<file path="config.mk">
export PLATFORM = sky130hd
export DESIGN_NAME = dac_sample_fifo
export DESIGN_NICKNAME = d
export VERILOG_FILES = /design/src/rtl/dac_sample_fifo.sv
export SDC_FILE = /design/constraint.sdc
export NUM_CORES = 1
export LEC_CHECK = 0
export ABC_AREA = 1
export CAP_MARGIN = 20
export CORE_ASPECT_RATIO = 2
export CORE_MARGIN = 3
export CORE_UTILIZATION = 55
export DETAILED_ROUTE_END_ITERATION = 8
export MAX_ROUTING_LAYER = met4
export PLACE_DENSITY_LB_ADDON = 0.12
export SYNTH_ARGS = -nofsm -noshare
export SYNTH_HDL_FRONTEND = slang
export SYNTH_SLANG_ARGS = --single-unit
</file>
<file path="constraint.sdc">
create_clock -name clk -period 2.6 [get_ports clk]
set_input_delay 0.26 -clock clk [delete_from_list [all_inputs] [get_ports clk]]
set_output_delay 0.26 -clock clk [all_outputs]
set_load 0.02 [all_outputs]
</file>
<file path="src/rtl/dac_sample_fifo.sv">
// Sample FIFO between a PCM producer and a PWM DAC: one registered code per
// DAC window, advanced on next_sample, held (and counted) on underrun.
module dac_sample_fifo #(
  parameter int CODE_WIDTH     = 10,
  parameter int DEPTH          = 16,
  parameter int CNT_WIDTH      = $clog2(DEPTH) + 1,
  parameter int UNDERRUN_WIDTH = 8
) (
  input  logic                      clk,
  input  logic                      rst_n,
  input  logic [CODE_WIDTH-1:0]     in_code,
  input  logic                      in_valid,
  output logic                      in_ready,
  input  logic                      next_sample,
  output logic [CODE_WIDTH-1:0]     code,
  output logic [CNT_WIDTH-1:0]      level,
  output logic                      empty,
  output logic                      full,
  output logic [UNDERRUN_WIDTH-1:0] underrun_cnt,
  input  logic                      clr_underrun
);

  localparam int PTR_WIDTH = $clog2(DEPTH);
  localparam logic [PTR_WIDTH-1:0] PTR_ONE = PTR_WIDTH'(1);
  localparam logic [CNT_WIDTH-1:0] CNT_ONE = CNT_WIDTH'(1);
  localparam logic [UNDERRUN_WIDTH-1:0] UR_ONE = UNDERRUN_WIDTH'(1);

  logic [CODE_WIDTH-1:0] mem [DEPTH];
  logic [PTR_WIDTH-1:0]  wptr;
  logic [PTR_WIDTH-1:0]  rptr;
  logic                  push;
  logic                  pop;
  logic                  underrun;

  // Status derives from registered level only, so in_ready never sees next_sample.
  assign full     = (level == CNT_WIDTH'(DEPTH));
  assign empty    = (level == '0);
  assign in_ready = !full;

  assign push     = in_valid && in_ready;
  assign pop      = next_sample && !empty;
  assign underrun = next_sample && empty;

  // Storage carries no reset; contents are meaningless while level is 0.
  always_ff @(posedge clk) begin
    if (push) begin
      mem[wptr] <= in_code;
    end
  end

  always_ff @(posedge clk or negedge rst_n) begin
    if (!rst_n) begin
      wptr  <= '0;
      rptr  <= '0;
      level <= '0;
      code  <= '0;
    end else begin
      if (push) begin
        wptr <= wptr + PTR_ONE;
      end
      if (pop) begin
        code <= mem[rptr];
        rptr <= rptr + PTR_ONE;
      end
      case ({push, pop})
        2'b10:   level <= level + CNT_ONE;
        2'b01:   level <= level - CNT_ONE;
        default: level <= level;
      endcase
    end
  end

  always_ff @(posedge clk or negedge rst_n) begin
    if (!rst_n) begin
      underrun_cnt <= '0;
    end else if (clr_underrun) begin
      underrun_cnt <= '0;
    end else if (underrun && (underrun_cnt != '1)) begin
      underrun_cnt <= underrun_cnt + UR_ONE;
    end
  end

endmodule

</file>
Word level (Yosys, flattened, before mapping)
Memory sizes are Yosys's and may differ from the RTL's. A register that Yosys moved wholly into a read port is not among the register bits.
Cells that the tools add are included.

storage, ports and cells
  bits in registers = 21
  RAM bits = 160
  input bits = 15
  output and inout bits = 26
  logic and storage cells = 29
  memories = 1

cells by class
  add/subtract/negate cells = 5
  equal/unequal tests = 4
  multiplexer cells = 5
  reductions and logical operators = 10

memories
  name  depth  bits a word  read ports  clocked after Yosys merged registers in  write ports  RTL line  text
  mem   16     10           1           1                                        1            28        logic [CODE_WIDTH-1:0] mem [DEPTH];

operators with widths
  cell                                                                    count
  8-bit 2-to-1 mux                                                        2
  5-bit one-hot mux with 2 select lines                                   1
  4-bit by 1-bit adder with 4-bit output (second input constant)          2
  8-bit by 1-bit adder with 8-bit output (second input constant)          1
  8-bit inequality test (second input constant)                           1
  5-bit by 1-bit adder with 5-bit output (second input constant)          1
  5-bit equality test (second input constant)                             1
  5-bit logical NOT                                                       1
  5-bit by 1-bit subtractor with 5-bit output (second input constant)     1
  1-bit logical AND                                                       4
  2-bit nonzero test                                                      2
  1-bit logical NOT                                                       3
  2-bit by 1-bit equality test with 1-bit output (second input constant)  1
  2-bit equality test (second input constant)                             1
  1-bit 2-to-1 mux                                                        2

Longest topological paths before layout
Gate-level depths: netlist (run 1).

  depth after elaboration = 5
  gate-level depth with buffers = 15
  gate-level depth less buffers = 14

Least setup slack after synthesis (run 1)
OpenSTA, ideal clock, no wires.

  path kind = register -> register
  from = reg level[1]
  to = reg level[4]
  library setup time = 0.066 ns
  arrival = 2.309 ns
  data required time = 2.534 ns
  path slack = 0.225 ns
  cell stages (with the launch flop) = 15
  buffers on the path = 1
  clock period less this slack = 2.375 ns
  cells stage by stage = dfrtp_1 -> nor2_4 -> nand4_2 -> nand2_4 -> buf_4 -> ha_1 -> xor2_1 -> ha_1 -> inv_1 -> nand2_1 -> nand3_1 -> nand2_1 -> xor2_1 -> nand2_1 -> nand2_1

between the ends
  word-level cells in the longest chain between the ends = 5
  elaborated cells between the ends (all ways) = 12
  classes of those cells = add/sub (2); eq/ne (3); mux (1); reduce/logical (6)

RTL lines
  what                                                                                          RTL line  text
  start: declaration                                                                            16        output logic [CNT_WIDTH-1:0] level,
  start signal: assignment                                                                      66        2'b10: level <= level + CNT_ONE;
  start signal: assignment                                                                      67        2'b01: level <= level - CNT_ONE;
  start signal: assignment                                                                      68        default: level <= level;
  5-bit equality test (*)                                                                       36        assign full = (level == CNT_WIDTH'(DEPTH));
  1-bit logical NOT (*)                                                                         38        assign in_ready = !full;
  via in_ready                                                                                  13        output logic in_ready,
  1-bit logical AND (*)                                                                         40        assign push = in_valid && in_ready;
  2-bit by 1-bit equality test with 1-bit output / 2-bit equality test (equally long branches)  65        case ({push, pop})
  5-bit one-hot mux with 2 select lines / 2-bit nonzero test (equally long branches)            -

Mark *: on every way through the listed nets, which the timed path passes. The rest lies on a longest branch.
A chain may end at the register's enable or synchronous reset.

Worst setup path after layout (run 1)
  from = reg level[1]
  to = reg level[4]

between the ends
  word-level cells in the longest chain between the ends = 5
  elaborated cells between the ends (all ways) = 12
  classes of those cells = add/sub (2); eq/ne (3); mux (1); reduce/logical (6)

RTL lines
  what                                                                                          RTL line
  5-bit equality test / 5-bit logical NOT (equally long branches)                               36, 37
  1-bit logical NOT, on equally long branches                                                   38, 41
  1-bit logical AND, on equally long branches                                                   40, 41
  2-bit by 1-bit equality test with 1-bit output / 2-bit equality test (equally long branches)  65
  5-bit one-hot mux with 2 select lines / 2-bit nonzero test (equally long branches)            -

Several ways; a longest one is shown, not always the timed one.

==> metrics.log, run 1 <==
INFO  metric ctsLongestPathBuffers = 2
INFO  metric std_cell_rows = 65
INFO  metric critical_path_arrival = ~2.6 ns
INFO  metric finalCriticalPeriod = 2.195 ns
INFO  metric die_y = approximately 190 um
INFO  metric slew_violations = 0
INFO  metric sum_of_negative_setup_slack = 0 ns
INFO  metric cap_viol_max_count = 0
INFO  metric synthesis.instances = roughly 870
INFO  metric cts.clk_slew.worst_paths = 0.07 ns
INFO  metric die-width = 95.68 um
INFO  metric clk_root_buffer_cell = sky130_fd_sc_hd__clkbuf_16
INFO  metric fraction_of_layout_instances_using_a_drive_strength_above_1 = ~11%
INFO  metric synth_common_cells = sky130_fd_sc_hd__nand2_1, sky130_fd_sc_hd__edfxtp_1, sky130_fd_sc_hd__inv_1, sky130_fd_sc_hd__nand3_1, sky130_fd_sc_hd__dfrtp_1
INFO  metric post_cts_resized = 0
INFO  metric die_area = approximately 0.018 sq mm
INFO  metric postRouteAntennaNets = 0
INFO  metric area_of_the_mapped_netlist = a little under 0.009 sq mm
INFO  metric post-route-util = between 60% and 70%
INFO  metric post-route-period-util = between 80% and 90%
INFO  metric finalWeightedCongestion = 0.9097
INFO  metric seq_area = ~0.0056 sq mm
INFO  metric initial_util = approximately 56%
INFO  metric dp_hpwl = ~13 mm
INFO  metric htree_levels = 4
INFO  metric clock_skew = between 0.008 and 0.009 ns
INFO  metric number_of_buffers_created_by_cts = 17
INFO  metric yosysWarningCount = 0
INFO  metric ys.flop_type = sky130_fd_sc_hd__edfxtp_1
INFO  metric worstMarginPinSlew = 0.8036 ns
INFO  metric setup-violations-final = 0
INFO  metric viasPerCell = ~5.3
INFO  metric num-fill-cells = approximately 1,300
INFO  metric layout_setup_ws = 0.4051 ns
INFO  metric synth.most_common_cell = sky130_fd_sc_hd__nand2_1
INFO  metric overflow = 0
INFO  metric buffer_ports.inserted = 40
INFO  metric synth-edff-count = 160
INFO  metric total_leakage_power = roughly 4.5 nW
INFO  metric area_growth_syn_to_layout = 13.47%
INFO  metric first_global_vias = 6,118
INFO  metric grt_antenna_before_repair = 0
INFO  metric rrSetupSlack = between 0.4 and 0.5 ns
INFO  metric drcViolationCount = 0
INFO  metric num_antenna_cells = 0
INFO  metric cp-start-kind = register
INFO  metric cts_tree = built
INFO  metric synth.top_cells.by_area = sky130_fd_sc_hd__edfxtp_1, sky130_fd_sc_hd__nand2_1, sky130_fd_sc_hd__dfrtp_1, sky130_fd_sc_hd__nand3_1, sky130_fd_sc_hd__inv_1
INFO  metric cts_num_sinks = between 150 and 200
INFO  metric instances_no_fill = ~1,100
INFO  metric top_area_cell_type_share_of_the_netlist_area = between 50% and 60%
INFO  metric criticalPathCategory = reg -> reg
INFO  metric place.detailed.instances = between 1,000 and 1,500
INFO  metric placement.setup.worst_slack = 0.3918 ns
INFO  metric min-delay-path-class = in -> async
INFO  metric slew_headroom = 46.35%
INFO  metric via_count = about 6,000
INFO  metric final_count_of_hold_timing_violations = 0
INFO  metric postSynthAreaPerCell = roughly 10 sq um
INFO  metric first_iter_violations = between 300 and 400
INFO  metric wl_per_cell = 17.40 um
INFO  metric clock.fmax = roughly 460 MHz
INFO  metric first_pass_grt_wire_length = 31.45 mm
INFO  metric max-vdd-ir-drop = 1215 uV
INFO  metric synth_cell_type_count = 30
INFO  metric synth-seq-area-share = a little over three fifths
INFO  metric mappedNetlistNets = about 900
INFO  metric pin_count = just over 40
INFO  metric outcome = finished, final reports clean
INFO  metric async_flop_share = 16.23%
INFO  metric multi_input_combinational_cell_area = roughly 0.0024 sq mm
INFO  metric length_of_the_first_detailed_routing_pass_in_iterations = 5
INFO  metric critical_path.endpoint_type = register
INFO  metric critical_path_peak_fanout = 5
INFO  metric gr-usage-all-layers = between 20% and 30%
INFO  metric post_cts_setup_driven_buffer_insertion_count = 0
INFO  metric cp_data_required_time = 2.97 ns
INFO  metric synthDominantAreaCellType = sky130_fd_sc_hd__edfxtp_1
INFO  metric rsz0062_at_grt = no
INFO  metric finalWirelength = just under 20 mm
INFO  metric power.density_cell_area = between 1000 and 1500 mW/mm^2
INFO  metric clock_latency_on_the_worst_skew_pair = ~0.43 ns
INFO  metric grt_max_degree = 82
INFO  metric nNetsFinal = 947
INFO  metric floorplan.core_area = 0.01578 sq mm
INFO  metric cts_hold_buffers = 0
INFO  metric yosys_register_bits = around 190
-- logic make-up (layout without fill, tap and decap cells) --
kind of cell	after synthesis	in the layout	share of synthesized area, %
fa+ha+maj	10	10	1.414
simple gates	453	453	23.00
xor+xnor	13	13	1.372
flops	191	191	63.08
buf+inv	188	253	10.28
compound gates	14	14	0.8486
-- per-stage QoR --
stage          total power, mW  instance area, sq um  hold slack, ns
5_1_grt                  11.08                 10040          0.2677
3_5_place_dp             7.833                  9434          0.4651
2_1_floorplan            6.850                  8846        -0.03559
6_report                 10.45                 10040          0.2312
4_1_cts                  10.52                 10040          0.2353
3_3_place_gp             7.745                  9434          0.4819
-- cell usage in the layout (no fill, tap or decap), types with 3 or more instances in the layout --
cell type / count
sky130_fd_sc_hd__o21ai_1: 3
sky130_fd_sc_hd__nand2_4: 5
sky130_fd_sc_hd__o21ai_0: 7
sky130_fd_sc_hd__clkinvlp_4: 3
sky130_fd_sc_hd__nor3_1: 5
sky130_fd_sc_hd__nand3_1: 134
sky130_fd_sc_hd__dfrtp_1: 30
sky130_fd_sc_hd__clkbuf_16: 17
sky130_fd_sc_hd__nand2_2: 20
sky130_fd_sc_hd__inv_6: 5
sky130_fd_sc_hd__xor2_1: 11
sky130_fd_sc_hd__inv_2: 3
sky130_fd_sc_hd__buf_4: 29
sky130_fd_sc_hd__nor2_1: 10
sky130_fd_sc_hd__clkdlybuf4s50_1: 40
sky130_fd_sc_hd__bufinv_16: 3
sky130_fd_sc_hd__edfxtp_1: 160
sky130_fd_sc_hd__inv_1: 149
sky130_fd_sc_hd__nor3_2: 8
sky130_fd_sc_hd__nand2_1: 264
sky130_fd_sc_hd__ha_1: 10
-- power by group --
| group | switching, mW | total [mW] | internal (mW) | leakage [nW] |
|---|---|---|---|---|
| clock | 1.15 | 2.68 | 1.53 | 0.289 |
| combinational | 2.56 | 3.76 | 1.21 | 2.34 |
| sequential | 0.253 | 4.00 | 3.75 | 1.83 |
| total | 3.97 | 10.4 | 6.48 | 4.46 |
-- registers in the layout, summed over array words and instances (netlist names) --
name and flops:
level 5, wptr 4, rptr 4, code 10, mem 160, underrun_cnt 8
-- worst paths after layout --
check / cells past startpoint / endpoint / from
worst max-delay path: 13 / level[4] / level[1]
worst min-delay path: 2 / code[8] / rst_n
worst max register to register: 13 / level[4] / level[1]
worst min register to register: 2 / code[5] / code[5]
max in group asynchronous: 2 / rptr[0] / rst_n
min in group clk: 2 / code[5] / code[5]
-- worst max-delay path, cell delays in order, from the launching register on --
cell,delay [ns]
sky130_fd_sc_hd__dfrtp_1,0.45
sky130_fd_sc_hd__nor2_4,0.17
sky130_fd_sc_hd__nand4_2,0.16
sky130_fd_sc_hd__nand2_4,0.10
sky130_fd_sc_hd__ha_1,0.30
sky130_fd_sc_hd__xor2_1,0.24
sky130_fd_sc_hd__ha_1,0.18
sky130_fd_sc_hd__inv_1,0.03
sky130_fd_sc_hd__nand2_1,0.09
sky130_fd_sc_hd__nand3_1,0.08
sky130_fd_sc_hd__nand2_1,0.08
sky130_fd_sc_hd__xor2_1,0.14
sky130_fd_sc_hd__nand2_1,0.07
sky130_fd_sc_hd__nand2_1,0.05
-- area by class of cell --
type	count	area share [%]
Multi-Input combinational cell	490	23.87
Clock inverter	14	1.770
Tap cell	201	2.506
Sequential cell	191	55.61
Clock buffer	17	4.238
Timing Repair Buffer	69	6.158
Inverter	153	5.846
-- metal layers --
layer | vias up | track usage, % | wire, um
met4 | 0 | 12.94 | 930
met2 | 196 | 41.83 | 10560
met3 | 48 | 3.740 | 740
met1 | 2836 | 27.68 | 7518
met5 | - | - | 0
li1 | 2884 | - | -
No activity file was read; power rests on OpenSTA's default activity.
==> inputs of run 2 (changes only) <==
==> constraint.sdc (replaced) <==
create_clock -name clk -period 1.82 [get_ports clk]
set_input_delay 0.182 -clock clk [delete_from_list [all_inputs] [get_ports clk]]
set_output_delay 0.182 -clock clk [all_outputs]
set_load 0.02 [all_outputs]
==> run 2 against run 1 <==
The flow now finishes with violations (setup timing). Setup slack worse by 0.57 ns. Highest routed layer unchanged. Final area increased by 3.2%. Sequential power rose by 41%. Count of clock-buffer cells in the layout grew 2. Register-to-register slack got worse by 0.57 ns. Combinational power up 60%. Global-route usage increased by 0.46 points. Hold slack gained 0.051 ns. Clock skew grew 0.0032 ns. Sequential share of layout area down 1.7 points. Clock power is 35% higher.
==> metrics.log, run 2 (same netlist as run 1, synthesis figures left out) <==
INFO  metric first_pass_grt_wire_length = 31.95 mm (+1.6%)
INFO  metric outcome = finished with violations
INFO  metric cp-start-kind = register
INFO  metric ctsLongestPathBuffers = 2 (unchanged)
INFO  metric biggestRegsByFlops = mem x160, code x10, underrun_cnt x8
INFO  metric via_count = 6,158 (+3.3%)
INFO  metric overflow = 0 (unchanged)
INFO  metric die-width = 95.68 um (unchanged)
INFO  metric area_growth_syn_to_layout = 17.04%
INFO  metric power.density_cell_area = 1476 mW/mm^2 (+42%)
INFO  metric rrSetupSlack = -0.17 ns (-0.57 ns)
INFO  metric die_y = 185.4 um (unchanged)
INFO  metric setup-violations-final = 3 (+3)
INFO  metric clock_power_share = 23.7% (-2.0 points)
INFO  metric grt_max_degree = 77 (-6.1%)
INFO  metric htree_levels = 4 (unchanged)
INFO  metric seqPwrFrac = 37.0% (-1.3 points)
INFO  metric ff2ff_path_depth = 13 (unchanged)
INFO  metric criticalPathCategory = reg -> reg
INFO  metric critical_path_peak_fanout = 3 (-2)
INFO  metric postPlaceCellArea = 0.009641 sq mm (+2.2%)
INFO  metric instances_no_fill = 1,166 (+2.7%)
INFO  metric drcViolationCount = 0 (unchanged)
INFO  metric final_cell_area = 0.01035 sq mm (+3.2%)
INFO  metric num_antenna_cells = 0 (unchanged)
INFO  metric grt_antenna_before_repair = 0 (unchanged)
INFO  metric placement.setup.worst_slack = -0.1924 ns (-0.5842 ns)
INFO  metric finalWeightedCongestion = 0.8447 (-7.1%)
INFO  metric first_global_vias = 6,211 (+1.5%)
INFO  metric std_cell_rows = 65 (unchanged)
INFO  metric max_flop_register = mem
INFO  metric clock_latency_on_the_worst_skew_pair = 0.43 ns (about the same)
INFO  metric length_of_the_first_detailed_routing_pass_in_iterations = 5 (unchanged)
INFO  metric slew_headroom = 51.41% (+5.1 points)
INFO  metric cp_data_required_time = 2.15 ns (-0.82 ns)
INFO  metric postRouteAntennaNets = 0 (unchanged)
INFO  metric gr-usage-all-layers = 25.15% (+0.46 points)
INFO  metric critical_path_arrival = 2.31 ns (-0.25 ns)
INFO  metric final_count_of_hold_timing_violations = 0 (unchanged)
INFO  metric net_sw_power = 5.903 mW (+49%)
INFO  metric power.share.switching = 38.64% (+0.68 points)
INFO  metric clock_skew = 0.01164 ns (+0.003224 ns)
INFO  metric rsz0062_at_grt = yes
INFO  metric commonest_non_fill_non_tap_cell_in_the_layout = sky130_fd_sc_hd__nand2_1
INFO  metric post-route-util = 65.62% (+2.0 points)
INFO  metric max-vdd-ir-drop = 918.7 uV (-24%)
INFO  metric worstMarginPinSlew = 0.7266 ns (-0.07699 ns)
INFO  metric total_leakage_power = 4.623 nW (+3.7%)
INFO  metric largest_register_ff_count = 160 (unchanged)
INFO  metric worst_r2r_startpoint = level[2]
INFO  metric finalCriticalPeriod = 1.985 ns (-0.2098 ns)
INFO  metric violations = setup timing
INFO  metric first_iter_violations = 392 (-0.51%)
INFO  metric nNetsFinal = 977 (+3.2%)
INFO  metric die_area = 0.01773 sq mm (unchanged)
INFO  metric mostFrequentLayoutCells = sky130_fd_sc_hd__nand2_1, sky130_fd_sc_hd__edfxtp_1, sky130_fd_sc_hd__inv_1
INFO  metric cts_num_sinks = 191 (unchanged)
INFO  metric clock.fmax = 503.7 MHz (+11%)
INFO  metric fraction_of_layout_instances_using_a_drive_strength_above_1 = 15.96% (+4.6 points)
INFO  metric share_comb_of_total_power = 39.4% (+3.4 points)
INFO  metric cap_viol_max_count = 0 (unchanged)
INFO  metric worstReg2RegEnd = level[4]
INFO  metric post-route-period-util = 109.1% (+25 points)
INFO  metric wl_per_cell = 17.44 um (+0.24%)
INFO  metric floorplan.core_area = 0.01578 sq mm (unchanged)
INFO  metric initial_util = 56.07% (unchanged)
INFO  metric cts.clk_slew.worst_paths = 0.07 ns (about the same)
INFO  metric place.detailed.instances = 1,126 (+2.0%)
INFO  metric cts_tree = built
INFO  metric finalWirelength = 20.34 mm (+3.0%)
INFO  metric critical_path.endpoint_type = register
INFO  metric dp_hpwl = 13.43 mm (+2.8%)
INFO  metric internal_power = 9.374 mW (+45%)
INFO  metric slew_violations = 0 (unchanged)
INFO  metric layout_setup_ws = -0.1651 ns (-0.5702 ns)
INFO  metric min-delay-path-class = in -> async
INFO  metric buffer_ports.inserted = 40 (unchanged)
INFO  metric clk_root_buffer_cell = sky130_fd_sc_hd__clkbuf_16
INFO  metric viasPerCell = 5.281 (+0.51%)
INFO  metric pin_count = 41 (unchanged)
INFO  metric sum_of_negative_setup_slack = -0.2312 ns (-0.2312 ns)
INFO  metric number_of_buffers_created_by_cts = 17 (unchanged)
[run 2: cell count changes in the layout (fill, tap and decap cells not counted), sizes merged]
cell and change:
buf +31, bufinv -3, clkbuf +3, clkdlybuf4s15 +1, clkdlybuf4s50 -5, clkinv +2, clkinvlp -2, dlygate4sd3 +1
dlymetal6s2s +1, inv +2
[run 2: power by group through the flow]
stage | combinational [mW] | clock, mW | sequential, mW
after floorplan | 3.93 | 0 | 5.91
after global placement | 5.62 | 0 | 5.71
after detailed placement | 5.77 | 0 | 5.74
after CTS | 5.90 | 3.66 | 5.65
after global routing | 6.65 | 3.84 | 5.70
final | 6.01 | 3.62 | 5.65
[run 2: cell type report]
class                           instances  area (sq um)
Tap cell                              201         251.5
Clock buffer                           19         452.9
Fill cell                            1298          5424
Sequential cell                       191          5584
Multi-Input combinational cell        490          2470
Clock inverter                         13         122.6
Inverter                              153         586.8
Timing Repair Buffer                   99         885.9
[run 2: what timing repair did]
item / CTS / global route
endpoints found under the setup margin: 37 / 13
gates resized for setup: 19 / 11
hold buffers: 1 / 0
pin swaps: 5 / 7
buffers inserted: 3 / 4
hold endpoints to repair: 16 / 0
[run 2: per-layer routing]
layer | GRT usage [%] | share of wire, %
met1 | 27.45 | 37
met2 | 43.84 | 54
met3 | 4.146 | 4.2
met4 | 11.69 | 4.0
met5 | - | 0
[run 2: critical path: stages (launching register included)]
cell	delay, ns
sky130_fd_sc_hd__dfrtp_2	0.42
sky130_fd_sc_hd__nor2_4	0.16
sky130_fd_sc_hd__nand4_4	0.10
sky130_fd_sc_hd__nand2_2	0.09
sky130_fd_sc_hd__inv_2	0.05
sky130_fd_sc_hd__ha_4	0.19
sky130_fd_sc_hd__ha_4	0.26
sky130_fd_sc_hd__buf_4	0.13
sky130_fd_sc_hd__buf_4	0.13
sky130_fd_sc_hd__nand3_2	0.06
sky130_fd_sc_hd__nand2_2	0.05
sky130_fd_sc_hd__xor2_1	0.13
sky130_fd_sc_hd__nand2_1	0.06
sky130_fd_sc_hd__nand2_1	0.05
[run 2: metrics by stage]
step                hold WS (ns)  power (mW)
finish                    0.2824       15.28
detailed placement        0.2356       11.51
global placement          0.2067       11.33
global route              0.3183       16.19
floorplan                -0.1136       9.843
CTS                       0.3051       15.20
[run 2: how the worst max path moves through the flow]
stage | start | slack, ns | endpoint | cells past startpoint
floorplan | level[2] | -0.32 | level[4] | 14
global placement | in_valid | -0.15 | mem[10][3] | 5
detailed placement | next_sample | -0.19 | level[4] | 13
CTS | level[1] | -0.12 | level[4] | 13
global route | level[2] | -0.34 | level[4] | 14
finish | level[2] | -0.17 | level[4] | 13
==> inputs of run 3 (changes only) <==
--- a/config.mk
+++ b/config.mk
@@ -8,11 +8,11 @@
 export ABC_AREA = 1
 export CAP_MARGIN = 20
 export CORE_ASPECT_RATIO = 2
-export CORE_MARGIN = 3
 export CORE_UTILIZATION = 55
 export DETAILED_ROUTE_END_ITERATION = 8
 export MAX_ROUTING_LAYER = met4
 export PLACE_DENSITY_LB_ADDON = 0.12
+export SLEW_MARGIN = 10
 export SYNTH_ARGS = -nofsm -noshare
 export SYNTH_HDL_FRONTEND = slang
 export SYNTH_SLANG_ARGS = --single-unit
==> run 3 against run 2 <==
The flow still finishes with violations (setup timing). Cell count down 0.26%. Setup slack gained 0.050 ns. Count of clock-buffer cells in the layout decreased by 2. Utilization is 0.87 points higher. First-iteration DRC count increased by 11%. Global-route usage is 1.3 points higher. Clock skew decreased by 0.0013 ns. Sequential power hardly changed. Non-clock buffer count fell by 3. Clock power about the same. Critical path type unchanged.
==> metrics.log, run 3 (same netlist as run 1, synthesis figures left out) <==
INFO  metric biggestRegsByFlops = mem x160, code x10, underrun_cnt x8
INFO  metric nNetsFinal = 974 (-0.31%)
INFO  metric overflow = 0 (unchanged)
INFO  metric first_pass_grt_wire_length = 31.60 mm (-1.1%)
INFO  metric viasPerCell = 5.255 (-0.49%)
INFO  metric total_leakage_power = 4.642 nW (+0.41%)
INFO  metric slew_headroom = 54.01% (+2.6 points)
INFO  metric layout_setup_ws = -0.1155 ns (+0.04960 ns)
INFO  metric cp_data_required_time = 2.20 ns (+0.05 ns)
INFO  metric postRouteAntennaNets = 0 (unchanged)
INFO  metric outcome = finished with violations
INFO  metric clock.fmax = 516.7 MHz (+2.6%)
INFO  metric grt_antenna_before_repair = 0 (unchanged)
INFO  metric power.share.switching = 38.23% (-0.41 points)
INFO  metric htree_levels = 4 (unchanged)
INFO  metric slew_violations = 0 (unchanged)
INFO  metric criticalPathCategory = reg -> reg
INFO  metric net_sw_power = 5.889 mW (-0.24%)
INFO  metric critical_path_peak_fanout = 3 (unchanged)
INFO  metric cp-start-kind = register
INFO  metric min-delay-path-class = in -> async
INFO  metric clk_root_buffer_cell = sky130_fd_sc_hd__clkbuf_16
INFO  metric placement.setup.worst_slack = -0.1919 ns (+0.0004920 ns)
INFO  metric first_iter_violations = 434 (+11%)
INFO  metric critical_path.cell_chain = nor2_4, nand4_4, nand2_2, inv_2, ha_4, xor2_2, ha_2, inv_2, nand2_4, nand3_2, nand2_2, xor2_1, nand2_1, nand2_1
INFO  metric largest_register_ff_count = 160 (unchanged)
INFO  metric internal_power = 9.514 mW (+1.5%)
INFO  metric setup-violations-final = 2 (-1)
INFO  metric rsz0062_at_grt = yes
INFO  metric critical_path.endpoint_type = register
INFO  metric wl_per_cell = 16.95 um (-2.8%)
INFO  metric drcViolationCount = 0 (unchanged)
INFO  metric via_count = 6,112 (-0.75%)
INFO  metric power.density_cell_area = 1468 mW/mm^2 (-0.50%)
INFO  metric die-width = 91.68 um (-4.2%)
INFO  metric clock_power_share = 23.5% (-0.2 points)
INFO  metric post-route-period-util = 106.3% (-2.7 points)
INFO  metric finalWeightedCongestion = 0.8003 (-5.3%)
INFO  metric gr-usage-all-layers = 26.42% (+1.3 points)
INFO  metric seqPwrFrac = 36.7% (-0.3 points)
INFO  metric final_count_of_hold_timing_violations = 0 (unchanged)
INFO  metric clock_skew = 0.01038 ns (-0.001259 ns)
INFO  metric cts_num_sinks = 191 (unchanged)
INFO  metric pin_count = 41 (unchanged)
INFO  metric cts_tree = built
INFO  metric std_cell_rows = 65 (unchanged)
INFO  metric violations = setup timing
INFO  metric die_area = 0.01663 sq mm (-6.2%)
INFO  metric number_of_buffers_created_by_cts = 17 (unchanged)
INFO  metric share_comb_of_total_power = 39.8% (+0.4 points)
INFO  metric max_flop_register = mem
INFO  metric finalCriticalPeriod = 1.936 ns (-0.04960 ns)
INFO  metric area_growth_syn_to_layout = 18.60%
INFO  metric finalWirelength = 19.71 mm (-3.1%)
INFO  metric cap_viol_max_count = 0 (unchanged)
INFO  metric critical_path_arrival = 2.31 ns (about the same)
INFO  metric cts.clk_slew.worst_paths = 0.07 ns (about the same)
INFO  metric critical-path-top-delay-family = simple AND/OR/NAND/NOR gates
INFO  metric grt_max_degree = 65 (-16%)
INFO  metric num_antenna_cells = 0 (unchanged)
INFO  metric die_y = 181.4 um (-2.2%)
INFO  metric first_global_vias = 6,362 (+2.4%)
INFO  metric floorplan.core_area = 0.01578 sq mm (unchanged)
INFO  metric length_of_the_first_detailed_routing_pass_in_iterations = 5 (unchanged)
INFO  metric initial_util = 56.07% (unchanged)
INFO  metric critical-path-slowest-cell = sky130_fd_sc_hd__dfrtp_2
INFO  metric postPlaceCellArea = 0.009756 sq mm (+1.2%)
INFO  metric ctsLongestPathBuffers = 2 (unchanged)
INFO  metric fraction_of_layout_instances_using_a_drive_strength_above_1 = 17.26% (+1.3 points)
INFO  metric buffer_ports.inserted = 40 (unchanged)
INFO  metric dp_hpwl = 13.36 mm (-0.54%)
INFO  metric clock_latency_on_the_worst_skew_pair = 0.43 ns (about the same)
INFO  metric max-vdd-ir-drop = 980.0 uV (+6.7%)
INFO  metric mostFrequentLayoutCells = sky130_fd_sc_hd__nand2_1, sky130_fd_sc_hd__edfxtp_1, sky130_fd_sc_hd__inv_1
INFO  metric commonest_non_fill_non_tap_cell_in_the_layout = sky130_fd_sc_hd__nand2_1
INFO  metric crit_path_max_incr_delay = 0.42 ns (about the same)
INFO  metric final_cell_area = 0.01049 sq mm (+1.3%)
INFO  metric sum_of_negative_setup_slack = -0.1547 ns (+0.07652 ns)
INFO  metric fin_hold_ws = 0.2543 ns (-0.02815 ns)
INFO  metric worstMarginPinSlew = 0.6877 ns (-0.03890 ns)
INFO  metric critPathBufInv = 2 (-1)
-- run 3: cell count changes in the layout (fill, tap and decap cells not counted), moves of 6 or more --
cell,previous run,this run
sky130_fd_sc_hd__nor3_2,3,12
sky130_fd_sc_hd__buf_12,4,10
sky130_fd_sc_hd__nor3_1,10,1
sky130_fd_sc_hd__buf_4,55,44
-- run 3: cell type report --
class                   instances  area (sq um)
clock buffers                  17         425.4
clock inverters                15         148.9
fillers                      1239          5286
inverters                     153         586.8
multi-input cells             490          2562
flip-flops and latches        191          5584
well taps                     201         251.5
repair buffers                 96         932.1
-- run 3: final timing paths --
kind,startpoint,end,slack [ns],cells after the start
min reg2reg,code[4],code[4],0.49,2
max reg2reg,level[2],level[4],-0.12,14
max in group asynchronous,rst_n,underrun_cnt[5],0.97,3
max,level[2],level[4],-0.12,14
min in group clk,clr_underrun,underrun_cnt[1],0.46,3
min,rst_n,level[4],0.25,2
-- run 3: per-layer routing --
metal | wire length [um] | vias to the layer above | GRT usage [%]
met5 | 0 | - | -
met1 | 7136 | 2917 | 27.05
li1 | - | 2941 | -
met3 | 780 | 56 | 4.630
met4 | 1014 | 0 | 15.17
met2 | 10780 | 198 | 46.65
-- run 3: power groups by stage --
| stage | registers [mW] | clock network (mW) | logic [mW] |
|---|---|---|---|
| after global routing | 5.71 | 3.85 | 6.74 |
| after detailed placement | 5.75 | 0 | 5.86 |
| after CTS | 5.66 | 3.68 | 6.00 |
| final | 5.65 | 3.62 | 6.13 |
| after floorplan | 5.91 | 0 | 3.93 |
| after global placement | 5.72 | 0 | 5.75 |
-- run 3: repair_timing --
action | 4_1_cts | 5_1_grt
hold buffers | 1 | 0
setup endpoints to repair | 27 | 13
setup buffers | 2 | 3
pin swaps | 1 | 9
hold endpoints to repair | 16 | 0
resized for setup | 17 | 25
-- run 3: through the flow --
| stage | total power [mW] | util (%) | instances |
|---|---|---|---|
| 2_1_floorplan | 9.843 | - | 869 |
| 3_5_place_dp | 11.61 | 61.83 | 1125 |
| 4_1_cts | 15.33 | 65.92 | 1160 |
| 6_report | 15.40 | 66.49 | 1163 |
| 3_3_place_gp | 11.47 | 61.83 | 1125 |
| 5_1_grt | 16.30 | 66.49 | 1163 |
